==> src/rtl/resonant_sys.sv <==
// Purpose: serialises a latched reference charge into fixed-width pulses, flagging when it is exhausted.
// Latency: first pulse is high on the edge that samples the start event; outputs are registered.
// Backpressure: none; the consumer must accept every pulse, and dropping start aborts the burst at once.
module resonant_sys #(
    parameter int BUS_WIDTH      = 10,
    parameter int PULSE_DURATION = 3,
    parameter int Q_PER_PULSE    = 60
) (
    input  logic                 clk,
    input  logic                 rst_n,
    input  logic [BUS_WIDTH-1:0] i_ref,
    input  logic                 start,
    output logic                 q_serialized,
    output logic                 pulses_ended
);

    // Counter only needs to reach PULSE_DURATION-1; keep at least one bit.
    localparam int CW = (PULSE_DURATION > 1) ? $clog2(PULSE_DURATION) : 1;
    localparam logic [CW-1:0]        CNT_LAST = CW'(PULSE_DURATION - 1);
    localparam logic [BUS_WIDTH-1:0] QPP      = BUS_WIDTH'(Q_PER_PULSE);

    typedef enum logic [1:0] {IDLE, PULSE, GAP, DONE} state_t;

    state_t               state, state_nxt;
    logic [BUS_WIDTH-1:0] resid, resid_nxt;
    logic [CW-1:0]        cnt, cnt_nxt;
    logic                 start_d;
    logic                 start_evt;
    logic                 cnt_last;
    logic                 q_nxt;
    logic                 pe_nxt;

    assign start_evt = start & ~start_d;
    assign cnt_last  = (cnt == CNT_LAST);

    // State, datapath and registered outputs; reset also forces the pulse line low asynchronously.
    always_ff @(posedge clk or negedge rst_n) begin
        if (!rst_n) begin
            state        <= IDLE;
            resid        <= '0;
            cnt          <= '0;
            start_d      <= 1'b0;
            q_serialized <= 1'b0;
            pulses_ended <= 1'b0;
        end else begin
            state        <= state_nxt;
            resid        <= resid_nxt;
            cnt          <= cnt_nxt;
            start_d      <= start;
            q_serialized <= q_nxt;
            pulses_ended <= pe_nxt;
        end
    end

    // Next-state logic: dropping start in any active state aborts with no partial-pulse completion.
    always_comb begin
        state_nxt = state;
        resid_nxt = resid;
        cnt_nxt   = cnt;
        case (state)
            IDLE: begin
                if (start_evt) begin
                    resid_nxt = i_ref;
                    cnt_nxt   = '0;
                    state_nxt = (i_ref != '0) ? PULSE : DONE;
                end
            end
            PULSE: begin
                if (!start) begin
                    state_nxt = IDLE;
                    resid_nxt = '0;
                    cnt_nxt   = '0;
                end else if (cnt_last) begin
                    // Saturate so a partial remainder still costs one full pulse.
                    resid_nxt = (resid > QPP) ? (resid - QPP) : '0;
                    cnt_nxt   = '0;
                    state_nxt = GAP;
                end else begin
                    cnt_nxt = cnt + 1'b1;
                end
            end
            GAP: begin
                if (!start) begin
                    state_nxt = IDLE;
                    resid_nxt = '0;
                    cnt_nxt   = '0;
                end else if (cnt_last) begin
                    cnt_nxt   = '0;
                    state_nxt = (resid == '0) ? DONE : PULSE;
                end else begin
                    cnt_nxt = cnt + 1'b1;
                end
            end
            DONE: begin
                // Holding start high parks here; only a low start re-arms via IDLE.
                if (!start) begin
                    state_nxt = IDLE;
                    resid_nxt = '0;
                    cnt_nxt   = '0;
                end
            end
            default: begin
                state_nxt = IDLE;
                resid_nxt = '0;
                cnt_nxt   = '0;
            end
        endcase
    end

    // Output decode of the next state, so outputs line up with the state they describe.
    always_comb begin
        q_nxt  = (state_nxt == PULSE);
        pe_nxt = (state_nxt == DONE);
    end

endmodule

==> config.mk <==
export PLATFORM = sky130hd
export DESIGN_NAME = resonant_sys
export DESIGN_NICKNAME = d
export VERILOG_FILES = /design/src/rtl/resonant_sys.sv
export SDC_FILE = /design/constraint.sdc
export NUM_CORES = 1
export LEC_CHECK = 0
export ABC_AREA = 1
export CORE_MARGIN = 2
export CORE_UTILIZATION = 45
export CTS_CLUSTER_DIAMETER = 40
export DETAILED_ROUTE_END_ITERATION = 10
export MAX_ROUTING_LAYER = met4
export PLACE_DENSITY = 0.67
export SETUP_SLACK_MARGIN = 0.4
export SLEW_MARGIN = 20
export SYNTH_ARGS = -nofsm -noshare
export SYNTH_HDL_FRONTEND = slang
export SYNTH_SLANG_ARGS = --single-unit
==> constraint.sdc <==
create_clock -name clk -period 1.8 [get_ports clk]
set_input_delay 0.36 -clock clk [delete_from_list [all_inputs] [get_ports clk]]
set_output_delay 0.36 -clock clk [all_outputs]
set_load 0.01 [all_outputs]
==> load_flow_metrics.sql <==
INSERT INTO impl_metrics (metric_group, metric, value, unit) VALUES
('critical_path', 'ordered_cell_list_for_the_critical_path', 'ha_2 -> nand2_1 -> nand2_1 -> nor2_4 -> nand2_4 -> buf_12 -> a21oi_2 -> a21boi_2', ''),
('clocking', 'clk_latency', '0.29', 'ns'),
('synth', 'ys_seq_elements', '17', ''),
('global_route', 'antenna_found_initial', '0', ''),
('power_and_ir_drop', 'p_per_area', '1671', 'nW/um2'),
('routing', 'drt-vias-per-instance', '5.152', ''),
('synth', 'postSynth.asyncResetShare', '100.0', '%'),
('routing', 'detailedRoute.firstPassIterationCount', '4', ''),
('critical_path', 'timing.critical_path.slowest_stage_cell', 'sky130_fd_sc_hd__dfrtp_2', ''),
('critical_path', 'crit_required', '1.98', 'ns'),
('placement', 'place_hpwl', '1933', 'um'),
('routing', 'drt_first_iter_violations', '19', ''),
('routing', 'routed-via-count', '1087', ''),
('clocking', 'clockBufferDepth', '2', ''),
('clocking', 'clk_root_buffer_cell', 'sky130_fd_sc_hd__clkbuf_4', ''),
('synth', 'yosys_most_used_dff', 'sky130_fd_sc_hd__dfrtp_1', ''),
('finish', 'diodes', '0', ''),
('die', 'chipWidth', '54.69', 'um'),
('timing', 'unrepaired_setup_endpoints_after_global_routing', 'true', ''),
('synth', 'netlist.area_leader.share', '36.80', '%'),
('run_status', 'status', 'complete, no violations', ''),
('clocking', 'cts_htree_levels', '1', ''),
('power_and_ir_drop', 'vdd_drop_max', '1.297', 'mV'),
('die', 'initial_utilization', '47.09', '%'),
('synth', 'netlist_instances', '148', ''),
('synth', 'netlist_top_cells_area', 'sky130_fd_sc_hd__dfrtp_1 (37%), sky130_fd_sc_hd__nand2_1 (9.4%), sky130_fd_sc_hd__ha_1 (7.6%), sky130_fd_sc_hd__inv_1 (6.8%), sky130_fd_sc_hd__nand3_1 (3.9%)', ''),
('global_route', 'grt_max_degree', '18', ''),
('critical_path', 'critical_path_peak_fanout', '8', ''),
('placement', 'dpl.cell_count', '195', ''),
('synth', 'synthesized_area_divided_by_synthesized_cell_count', '7.812', 'um2'),
('routing', 'drc_violations_left', '0', ''),
('synth', 'ys_seq_area_share', '36.80', '%'),
('placement', 'place_congestion', '0.9004', ''),
('job', 'max_cap_viol_count', '0', ''),
('timing', 'worst_clock_skew', '0.0005595', 'ns'),
('timing', 'post-route-period-util', '89.38', '%'),
('hold_path', 'hp-class', 'in -> async', ''),
('timing', 'timing.fmax', '621.5', 'MHz'),
('critical_path', 'critical_path.max_stage_delay', '0.46', 'ns'),
('critical_path', 'cp.arrival', '1.79', 'ns'),
('critical_path', 'worst-r2r-cell-count', '8', ''),
('placement', 'io_buffer_count', '14', ''),
('timing', 'finalMaxSlewViolations', '0', ''),
('critical_path', 'critPathMostFrequentCell', 'sky130_fd_sc_hd__nand2_1', ''),
('global_route', 'global_route.usage.total', '20.89', '%'),
('routing', 'post_drt_wl_per_cell', '14.02', 'um'),
('synth', 'yosys.cell_types.count', '26', ''),
('clocking', 'hold_buffers', '0', ''),
('power_and_ir_drop', 'p_leak', '0.7497', 'nW'),
('clocking', 'cts-buffers-inserted', '3', ''),
('finish', 'final_layout_size_suffix_gt1_share', '43.65', '%'),
('timing', 'final.setup.tns', '0', 'ns'),
('die', 'rows', '18', ''),
('die', 'die_y', '54.69', 'um'),
('critical_path', 'worst_setup_path_end_kind', 'register', ''),
('critical_path', 'critical_path.n_buffers_inverters', '1', ''),
('critical_path', 'cp.depth', '8', ''),
('critical_path', 'cp_top_family', 'flip-flops', ''),
('synth', 'synth_edf_count', '0', ''),
('global_route', 'first_global_vias', '1030', ''),
('synth', 'yosysWarningCount', '0', ''),
('synth', 'synth_area', '1156', 'um2'),
('global_route', 'grt.overflow.total', '0', ''),
('finish', 'nNetsFinal', '202', ''),
('critical_path', 'criticalPathCategory', 'reg -> reg', ''),
('timing', 'report.final.hold_viol_count', '0', ''),
('global_route', 'grt_pass1_wl', '4298', 'um'),
('finish', 'area_growth_from_synthesis_to_layout', '43.51', '%'),
('finish', 'final_cell_count_no_fill', '211', ''),
('timing', 'relSlewSlack', '74.25', '%'),
('die', 'die_area', '2990', 'um2');
-- cell type report --
type	instances	area (um2)
Clock buffer	4	26.28
Fill cell	212	795.8
Inverter	28	116.4
Multi-Input combinational cell	101	755.7
Sequential cell	17	426.7
Tap cell	30	37.54
Timing Repair Buffer	31	296.5
-- final timing paths --
| kind | startpoint | endpoint | slack (ns) |
|---|---|---|---|
| setup / recovery | state[0]$_DFF_PN0_ | resid[4]$_DFFE_PN0P_ | 0.19 |
| hold / removal | rst_n | resid[3]$_DFFE_PN0P_ | 0.39 |
| setup reg to reg | state[0]$_DFF_PN0_ | resid[4]$_DFFE_PN0P_ | 0.19 |
| hold reg to reg | resid[1]$_DFFE_PN0P_ | resid[1]$_DFFE_PN0P_ | 0.54 |
| max in group asynchronous | rst_n | state[0]$_DFF_PN0_ | 1.20 |
| min in group clk | resid[1]$_DFFE_PN0P_ | resid[1]$_DFFE_PN0P_ | 0.54 |
-- cells in the final DEF, fill, tap and decap left out, types with 2 or more instances in the layout --
master,instances
sky130_fd_sc_hd__dfrtp_1,16
sky130_fd_sc_hd__clkdlybuf4s50_1,11
sky130_fd_sc_hd__ha_2,4
sky130_fd_sc_hd__nand4_1,3
sky130_fd_sc_hd__buf_6,5
sky130_fd_sc_hd__xor2_1,3
sky130_fd_sc_hd__o21ai_1,6
sky130_fd_sc_hd__a21oi_4,3
sky130_fd_sc_hd__nor2_2,5
sky130_fd_sc_hd__dlygate4sd2_1,2
sky130_fd_sc_hd__a21oi_2,5
sky130_fd_sc_hd__o21ai_0,2
sky130_fd_sc_hd__nor2_1,3
sky130_fd_sc_hd__nand3_2,4
sky130_fd_sc_hd__nor4_1,2
sky130_fd_sc_hd__ha_4,2
sky130_fd_sc_hd__a22oi_2,4
sky130_fd_sc_hd__nand2_4,3
sky130_fd_sc_hd__o21ai_2,2
sky130_fd_sc_hd__nor3_1,2
sky130_fd_sc_hd__buf_4,11
sky130_fd_sc_hd__nor2_4,4
sky130_fd_sc_hd__nand2_1,25
sky130_fd_sc_hd__a21oi_1,3
sky130_fd_sc_hd__inv_1,13
sky130_fd_sc_hd__nand2_2,7
sky130_fd_sc_hd__clkbuf_4,3
sky130_fd_sc_hd__nand3_1,5
sky130_fd_sc_hd__inv_2,11
-- registers in the layout, indices dropped and copies added (netlist names) --
name and count:
cnt 2, pulses_ended 1, state 2, start_d 1, q_serialized 1, resid 10
-- cells by family (layout without fill, tap and decap cells) --
family | count (synthesis) | after routing | synth area share, %
buffers and inverters | 30 | 63 | 10.50
AND/OR/NAND/NOR | 63 | 63 | 25.32
adder cells (fa/ha/maj) | 7 | 7 | 7.575
XOR/XNOR | 3 | 3 | 2.273
AO/OA/AOI/OAI | 28 | 28 | 17.53
flip-flops | 17 | 17 | 36.80
-- per-layer routing --
metal	track usage (%)	wire length, um
met5	-	0
met1	24.11	1232
met3	2.459	76
met4	7.917	34
met2	36.71	1616
-- synthesized netlist by cell type, types with 2 or more instances --
cell type                  instances
sky130_fd_sc_hd__nand2_1          29
sky130_fd_sc_hd__inv_1            21
sky130_fd_sc_hd__dfrtp_1          17
sky130_fd_sc_hd__nand3_1           9
sky130_fd_sc_hd__nor2_1            8
sky130_fd_sc_hd__ha_1              7
sky130_fd_sc_hd__o21ai_1           6
sky130_fd_sc_hd__a21oi_1           5
sky130_fd_sc_hd__a21oi_2           5
sky130_fd_sc_hd__inv_2             5
sky130_fd_sc_hd__nand2_2           5
sky130_fd_sc_hd__nor2_2            4
sky130_fd_sc_hd__o21ai_0           4
sky130_fd_sc_hd__a22oi_2           3
sky130_fd_sc_hd__nand4_1           3
sky130_fd_sc_hd__xor2_1            3
sky130_fd_sc_hd__a22oi_1           2
sky130_fd_sc_hd__clkinv_1          2
sky130_fd_sc_hd__nor3_1            2
sky130_fd_sc_hd__nor4_1            2
-- metrics by stage --
stage / area [um2] / total power, mW / worst slack [ns] / hold slack, ns
5_1_grt: 1659 / 2.992 / 0.1333 / 0.4163
6_report: 1659 / 2.773 / 0.1911 / 0.3872
3_3_place_gp: 1381 / 1.975 / -0.01573 / 0.5106
4_1_cts: 1499 / 2.384 / 0.2813 / 0.3840
2_1_floorplan: 1170 / 1.650 / 0.3985 / 0.06441
3_5_place_dp: 1381 / 2.020 / -0.06357 / 0.5184
-- what timing repair did --
| item | in CTS | in global routing |
|---|---|---|
| pin swaps | 3 | 17 |
| gates resized for setup | 12 | 41 |
| cloned | 0 | 0 |
| endpoints found under the setup margin | 18 | 16 |
| buffers inserted | 9 | 3 |
-- worst reg2reg max path, stage by stage (launching register included) --
cell and delay (ns):
sky130_fd_sc_hd__dfrtp_2 0.46, sky130_fd_sc_hd__ha_2 0.22, sky130_fd_sc_hd__nand2_1 0.10, sky130_fd_sc_hd__nand2_1 0.11
sky130_fd_sc_hd__nor2_4 0.14, sky130_fd_sc_hd__nand2_4 0.10, sky130_fd_sc_hd__buf_12 0.15, sky130_fd_sc_hd__a21oi_2 0.15
sky130_fd_sc_hd__a21boi_2 0.08
-- where the power goes --
part / internal (mW) / leakage (nW) / switching [mW]
clock: 0.0861 / 0.0150 / 0.123
sequential: 0.541 / 0.213 / 0.113
combinational: 0.835 / 0.522 / 1.08
total: 1.46 / 0.750 / 1.31
Note: power is estimated with default switching activity, not from simulation.
